**config.mk**
```make
export PLATFORM = sky130hd
export DESIGN_NAME = snake_body
export DESIGN_NICKNAME = d
export VERILOG_FILES = /design/src/rtl/snake_pkg.sv /design/src/rtl/snake_occupancy.sv /design/src/rtl/snake_body.sv
export SDC_FILE = /design/constraint.sdc
export NUM_CORES = 2
export LEC_CHECK = 0
export CAP_MARGIN = 15
export CORE_UTILIZATION = 30
export DETAILED_ROUTE_END_ITERATION = 16
export DONT_BUFFER_PORTS = 1
export PLACE_DENSITY_LB_ADDON = 0.15
export SYNTH_ARGS = -nofsm -noshare
export SYNTH_HDL_FRONTEND = slang
export SYNTH_SLANG_ARGS = --single-unit
export TNS_END_PERCENT = 5
```
**constraint.sdc**
```tcl
create_clock -name clk -period 20.4 [get_ports clk]
set_clock_uncertainty 0.05 [all_clocks]
set_input_delay 4.08 -clock clk [delete_from_list [all_inputs] [get_ports clk]]
set_output_delay 4.08 -clock clk [all_outputs]
set_load 0.03 [all_outputs]
```
**src/rtl/snake_pkg.sv**
```systemverilog
// Shared types, grid constants and move arithmetic for the snake body and its occupancy map.
package snake_pkg;
  localparam int GRID_W      = 32;
  localparam int GRID_H      = 24;
  localparam int CELL        = 20;
  localparam int MAX_LEN     = 32;
  localparam int PTR_W       = $clog2(MAX_LEN);
  localparam int INIT_LEN    = 3;
  localparam int STEP_FRAMES = 8;
  localparam int OCC_N       = GRID_W * GRID_H;
  localparam int INIT_X      = 5;
  localparam int INIT_Y      = 12;

  typedef enum logic [1:0] {DIR_R = 2'd0, DIR_D = 2'd1, DIR_L = 2'd2, DIR_U = 2'd3} dir_t;
  typedef enum logic [1:0] {ST_WAIT, ST_CHECK, ST_COMMIT, ST_DEAD} state_t;

  // Signed so a step off the left/top edge shows up as -1; read back unsigned it is simply out of range.
  typedef logic signed [5:0] coord_t;

  typedef struct packed {
    coord_t x;
    coord_t y;
  } pos_t;

  function automatic pos_t step(input pos_t p, input dir_t d);
    pos_t n;
    n = p;
    case (d)
      DIR_R:   n.x = p.x + 6'sd1;
      DIR_D:   n.y = p.y + 6'sd1;
      DIR_L:   n.x = p.x - 6'sd1;
      default: n.y = p.y - 6'sd1;
    endcase
    return n;
  endfunction

  function automatic dir_t opposite(input dir_t d);
    return dir_t'(d ^ 2'b10);
  endfunction

  function automatic pos_t init_seg(input int i);
    pos_t p;
    p.x = coord_t'(INIT_X + i);
    p.y = coord_t'(INIT_Y);
    return p;
  endfunction
endpackage

```
**src/rtl/snake_occupancy.sv**
```systemverilog
// Grid occupancy bitmap: registered set/clear ports (set wins on the same cell), two combinational reads.
// Out-of-grid reads return 0, so negative or overflowing coordinates never alias onto a real cell.
module snake_occupancy
  import snake_pkg::*;
(
  input  logic       clk,
  input  logic       rst,
  input  logic       set_en,
  input  pos_t       set_pos,
  input  logic       clr_en,
  input  pos_t       clr_pos,
  input  pos_t       chk_pos,
  output logic       chk_occ,
  input  logic [5:0] pix_cx,
  input  logic [5:0] pix_cy,
  output logic       pix_occ
);
  localparam int IDX_W = $clog2(OCC_N);

  function automatic logic [IDX_W-1:0] cell_idx(input logic [5:0] x, input logic [5:0] y);
    return IDX_W'(int'(y) * GRID_W + int'(x));
  endfunction

  function automatic logic in_grid(input logic [5:0] x, input logic [5:0] y);
    return (x < 6'(GRID_W)) && (y < 6'(GRID_H));
  endfunction

  function automatic logic [OCC_N-1:0] init_map();
    logic [OCC_N-1:0] m;
    m = '0;
    for (int i = 0; i < INIT_LEN; i++) m[cell_idx(6'(INIT_X + i), 6'(INIT_Y))] = 1'b1;
    return m;
  endfunction

  localparam logic [OCC_N-1:0] OCC_INIT = init_map();

  logic [OCC_N-1:0] occ;

  always_ff @(posedge clk or negedge rst) begin
    if (!rst) begin
      occ <= OCC_INIT;
    end else begin
      // Later assignment wins, so a set on the cell being cleared keeps it occupied.
      if (clr_en) occ[cell_idx(clr_pos.x, clr_pos.y)] <= 1'b0;
      if (set_en) occ[cell_idx(set_pos.x, set_pos.y)] <= 1'b1;
    end
  end

  assign chk_occ = in_grid(chk_pos.x, chk_pos.y) && occ[cell_idx(chk_pos.x, chk_pos.y)];
  assign pix_occ = in_grid(pix_cx, pix_cy) && occ[cell_idx(pix_cx, pix_cy)];
endmodule

```
**src/rtl/snake_body.sv**
```systemverilog
// Snake body: move FSM, segment ring buffer, collision detect, food handshake and per-pixel snake mask.
// One move per STEP_FRAMES frame ticks (CHECK then COMMIT); DEAD is left only through reset.
module snake_body
  import snake_pkg::*;
(
  input  logic       clk,
  input  logic       rst,
  input  logic       frame_tick,
  input  logic [1:0] dir_in,
  input  logic [9:0] hpos,
  input  logic [9:0] vpos,
  input  logic [4:0] food_h,
  input  logic [4:0] food_v,
  output logic       new_food_flag,
  output logic       snake_loc,
  output logic       game_over,
  output logic [5:0] length
);
  localparam logic [PTR_W-1:0] PTR_ONE   = PTR_W'(1);
  localparam logic [7:0]       FCNT_LAST = 8'(STEP_FRAMES - 1);

  state_t           state, state_nxt;
  dir_t             dir, dir_req;
  pos_t             seg_buf [MAX_LEN];
  logic [PTR_W-1:0] head_ptr, tail_ptr;
  logic [7:0]       fcnt;
  logic             step_pend;
  pos_t             nxt_pos;
  logic             nxt_grow, nxt_eat;

  pos_t       head, tail, cand, food_pos;
  logic [5:0] cand_xu, cand_yu;
  logic       wall, eat, grow, self_hit, chk_occ;
  logic       tick_wrap, do_check, do_commit;
  logic [5:0] pix_cx, pix_cy;
  logic       pix_occ, pix_inside;

  assign head     = seg_buf[head_ptr];
  assign tail     = seg_buf[tail_ptr];
  assign cand     = step(head, dir_req);
  assign food_pos = {1'b0, food_h, 1'b0, food_v};
  assign cand_xu  = cand.x;
  assign cand_yu  = cand.y;

  assign wall     = (cand_xu >= 6'(GRID_W)) || (cand_yu >= 6'(GRID_H));
  assign eat      = (cand == food_pos);
  assign grow     = eat && (length < 6'(MAX_LEN));
  // Stepping onto the tail is legal unless the tail stays put because we grow.
  assign self_hit = chk_occ && !((cand == tail) && !grow);

  // Every STEP_FRAMES-th tick (counter already at its last value) requests a move.
  assign tick_wrap = frame_tick && (fcnt == FCNT_LAST);
  assign game_over = (state == ST_DEAD);

  always_ff @(posedge clk or negedge rst) begin
    if (!rst) state <= ST_WAIT;
    else      state <= state_nxt;
  end

  always_comb begin
    state_nxt = state;
    do_check  = 1'b0;
    do_commit = 1'b0;
    case (state)
      ST_WAIT:   if (tick_wrap || step_pend) state_nxt = ST_CHECK;
      ST_CHECK: begin
        do_check  = 1'b1;
        state_nxt = (wall || self_hit) ? ST_DEAD : ST_COMMIT;
      end
      ST_COMMIT: begin
        do_commit = 1'b1;
        state_nxt = ST_WAIT;
      end
      ST_DEAD:   state_nxt = ST_DEAD;
      default:   state_nxt = ST_WAIT;
    endcase
  end

  // A wrap seen outside WAIT is parked so no move is ever dropped.
  always_ff @(posedge clk or negedge rst) begin
    if (!rst) begin
      fcnt      <= '0;
      step_pend <= 1'b0;
    end else if (state != ST_DEAD) begin
      if (frame_tick) fcnt <= tick_wrap ? '0 : fcnt + 8'd1;
      if (state == ST_WAIT) step_pend <= step_pend && tick_wrap;
      else                  step_pend <= step_pend || tick_wrap;
    end
  end

  always_ff @(posedge clk or negedge rst) begin
    if (!rst) begin
      dir     <= DIR_R;
      dir_req <= DIR_R;
    end else begin
      if (dir_t'(dir_in) != opposite(dir)) dir_req <= dir_t'(dir_in);
      if (do_check) dir <= dir_req;
    end
  end

  always_ff @(posedge clk or negedge rst) begin
    if (!rst) begin
      for (int i = 0; i < MAX_LEN; i++) seg_buf[i] <= (i < INIT_LEN) ? init_seg(i) : pos_t'('0);
      head_ptr      <= PTR_W'(INIT_LEN - 1);
      tail_ptr      <= '0;
      length        <= 6'(INIT_LEN);
      nxt_pos       <= '0;
      nxt_grow      <= 1'b0;
      nxt_eat       <= 1'b0;
      new_food_flag <= 1'b0;
    end else begin
      if (do_check) begin
        nxt_pos  <= cand;
        nxt_grow <= grow;
        nxt_eat  <= eat;
      end
      if (do_commit) begin
        head_ptr                    <= head_ptr + PTR_ONE;
        seg_buf[head_ptr + PTR_ONE] <= nxt_pos;
        if (nxt_grow) length   <= length + 6'd1;
        else          tail_ptr <= tail_ptr + PTR_ONE;
      end
      if (do_commit && nxt_eat) new_food_flag <= 1'b1;
      else if (frame_tick)      new_food_flag <= 1'b0;
    end
  end

  snake_occupancy u_occ (
    .clk     (clk),
    .rst     (rst),
    .set_en  (do_commit),
    .set_pos (nxt_pos),
    .clr_en  (do_commit && !nxt_grow),
    .clr_pos (tail),
    .chk_pos (cand),
    .chk_occ (chk_occ),
    .pix_cx  (pix_cx),
    .pix_cy  (pix_cy),
    .pix_occ (pix_occ)
  );

  // Cell edges (multiples of CELL) are excluded, matching the food mask.
  assign pix_cx     = 6'(hpos / 10'(CELL));
  assign pix_cy     = 6'(vpos / 10'(CELL));
  assign pix_inside = (hpos > 10'(pix_cx) * 10'(CELL)) && (vpos > 10'(pix_cy) * 10'(CELL));
  assign snake_loc  = pix_occ && pix_inside;
endmodule

```
==> run metrics <==
critical path arrival=roughly 11 ns; post-synthesis register bit count=1198; H-tree depth=4; run status=complete, no violations; Post-Synth Simple-Gate Area=7.761%; Unique masters post-synth=95; vias in the first global route=57630; Clock Sinks=between 1000 and 1500; # nets final=6419; r2r setup slk=10.87 ns; number of synthesis warnings=0; DRC Markers=0; hpwl dp=approximately 210 mm; routability cong.=approximately 0.96; Hold WC Path Type=flip-flop to flip-flop; Worst-path clk slew=0.05 ns; Setup crit start kind=primary input; RSZ-0062 raised after global routing=no; post-synthesis compound-gate area fraction=between 10% and 20%; PwrDens=around 140 nW/um2; slew margin rel.=12.99%; via count=between 60000 and 70000; commonest cells in the synthesized netlist=1584 x o21ai_0, 1179 x dfrtp_1, 677 x nand2_1; layout cells sized above 1=around a fifth; largest family of logic cells by synthesized area=multiplexers; final worst-path setup slack=~5.2 ns; Total GRT Usage=between 20% and 30%; # resized after CTS=0; Starting DRT DRC Count=8469; Post-synth EDFFs=0; Pleak=approximately 32 nW; Boundary Pins=between 40 and 50; synthesized area per cell=10.36 um2; grt ovf=0; setup TNS=0 ns; Avg WL per Cell=35.84 um; Post-Syn Area=68440 um2; Placement Setup Slack=5.482 ns; dpl cell area=~70000 um2; die height=between 400 and 500 um; Critical Path RT=between 15 and 20 ns; Slew @ Worst Pin=approximately 1.3 ns; number of cell rows=~170; max-slew violations=0; Post-synth ARST share=100.0%; MaxCap Viol Count=0; root cell of the clock tree=clkbuf_16; Fin. Hold Viols=0; area occupied by multi-input gates=between 30000 and 40000 um2; nature of the critical path endpoint=output port; Area contributors post-synth=dfrtp_1 43%, o21ai_0 12%, mux4_2 10%; Core Box Area=around 230000 um2; hold slack=between 0.4 and 0.5 ns; CP Class=primary input to output port; top-count cell post-synth=o21ai_0; Die X=approximately 480 um; Net Count, Synth=6700; main flop type after synthesis=dfrtp_1; PortBufs=0; initial core utilization=a little under a third; cell taking the most area after synthesis=dfrtp_1; post-synthesis adder-cell area fraction=approximately 1.2%; Area Growth Syn to Fin=12.25%; sequential share of the synthesized area=between 40% and 50%; top cell type's share of synthesized area=43.11%; setup bufs post-CTS=0; crit share post-route=74.47%; Pre-antenna DRT Iters=7; mux cell area share after synthesis=around a quarter; final antenna-violating net count=0; Num CTS Buffers=150; Post-Synthesis Cells=between 6000 and 7000; initial antenna violation count=a little over 40; number of fillers in the final layout=between 20000 and 25000; Vias/cell=between 6 and 7; Worst VDD drop=about 0.00019 V; cell area after layout=approximately 77000 um2; first-pass GRT wire length=between 400 and 500 mm; hold buffers post-CTS=0; CTS tree=yes; Max Freq=between 0.06 and 0.07 GHz; worst-case clock buffer depth=3; die area=~230000 um2; largest net degree at the start of global routing=139; FF/Latch Area=roughly 30000 um2; Final min period=~15 ns; worst-skew pair later-pin latency=around 0.84 ns; Final setup violation count=0; crit-path max FO=46; xor/xnor cell area share of the yosys netlist=approximately 1.1%; total wire length=338.8 mm
worst paths after layout:
kind | endpoint | depth (start not counted) | start
max | snake_loc | 18 | hpos[9]
min | fcnt[7] | 1 | fcnt[7]
max reg2reg | state[0] | 23 | head_ptr[0]
min reg2reg | fcnt[7] | 1 | fcnt[7]
max in group asynchronous | seg_buf[207] | 5 | rst
min in group asynchronous | u_occ.occ[337] | 1 | rst
area by class of cell:
| type | count | share of cell area [%] |
|---|---|---|
| sequential | 1198 | 39.08 |
| clock inverter | 44 | 0.7981 |
| timing repair buffer | 217 | 2.287 |
| multi-input combinational | 4695 | 46.74 |
| clock buffer | 224 | 5.851 |
| inverter | 62 | 0.3127 |
| tap | 2992 | 4.873 |
| antenna | 20 | 0.06515 |
stage by stage:
step	utilization, %	cells	total power, mW
2_1_floorplan	-	6605	5.513
3_3_place_gp	31.71	9161	7.612
3_5_place_dp	31.73	9163	7.636
4_1_cts	33.99	9431	10.44
5_1_grt	34.01	9434	10.80
6_report	34.03	9452	10.59
kinds of logic (layout without fill, tap and decap cells):
group	Yosys count	in the layout
XOR/XNOR	81	81
AO/OA/AOI/OAI	2200	2200
buffers and inverters	712	547
other	0	20
AND/OR/NAND/NOR	1199	1199
adder cells (fa/ha/maj)	66	66
multiplexers	1149	1149
flip-flops	1198	1198
registers in the layout, summed over array words and instances, names as in the netlist, 2 cells and up:
signal     flops
head_ptr       5
length         6
seg_buf      384
dir            2
u_occ.occ    768
tail_ptr       5
nxt_pos       12
dir_req        2
fcnt           8
state          2
routing by layer:
| layer | wire (um) | part of all wire, % | GRT usage, % |
|---|---|---|---|
| met3 | 36610 | 11 | 8.128 |
| met1 | 136500 | 40 | 38.60 |
| met4 | 19630 | 5.8 | 14.98 |
| met2 | 145900 | 43 | 42.50 |
| met5 | 138 | 0.041 | 0 |
power breakdown:
part | internal, mW | switching (mW) | total [mW]
clock network | 1.64 | 1.17 | 2.81
registers | 2.51 | 0.193 | 2.71
logic | 1.43 | 3.64 | 5.08
worst max-delay path, cell delays in order:
cell	delay, ns
maj3_1	0.34
a22oi_1	0.45
and2_2	0.23
buf_4	0.34
a211o_1	0.18
buf_4	0.48
o21ai_4	0.10
buf_4	0.32
inv_6	0.38
buf_4	0.60
buf_4	0.71
nand2_1	0.13
a32oi_1	0.21
nand4_1	0.15
o311ai_1	0.31
nor4_1	0.09
or4b_1	0.72
a21oi_1	1.05
placed cells by master (no fill, tap or decap), drive strengths merged, types with 78 or more instances in the layout:
cell type / netlist / routed
o21ai: 1615 / 1615
dfrtp: 1179 / 1179
nand2: 677 / 677
mux2i: 419 / 419
mux2: 417 / 417
mux4: 313 / 313
clkbuf: 470 / 224
buf: 180 / 217
nor2: 158 / 158
nand3: 134 / 134
a21oi: 78 / 78
No activity file was read; power rests on OpenSTA's default activity.
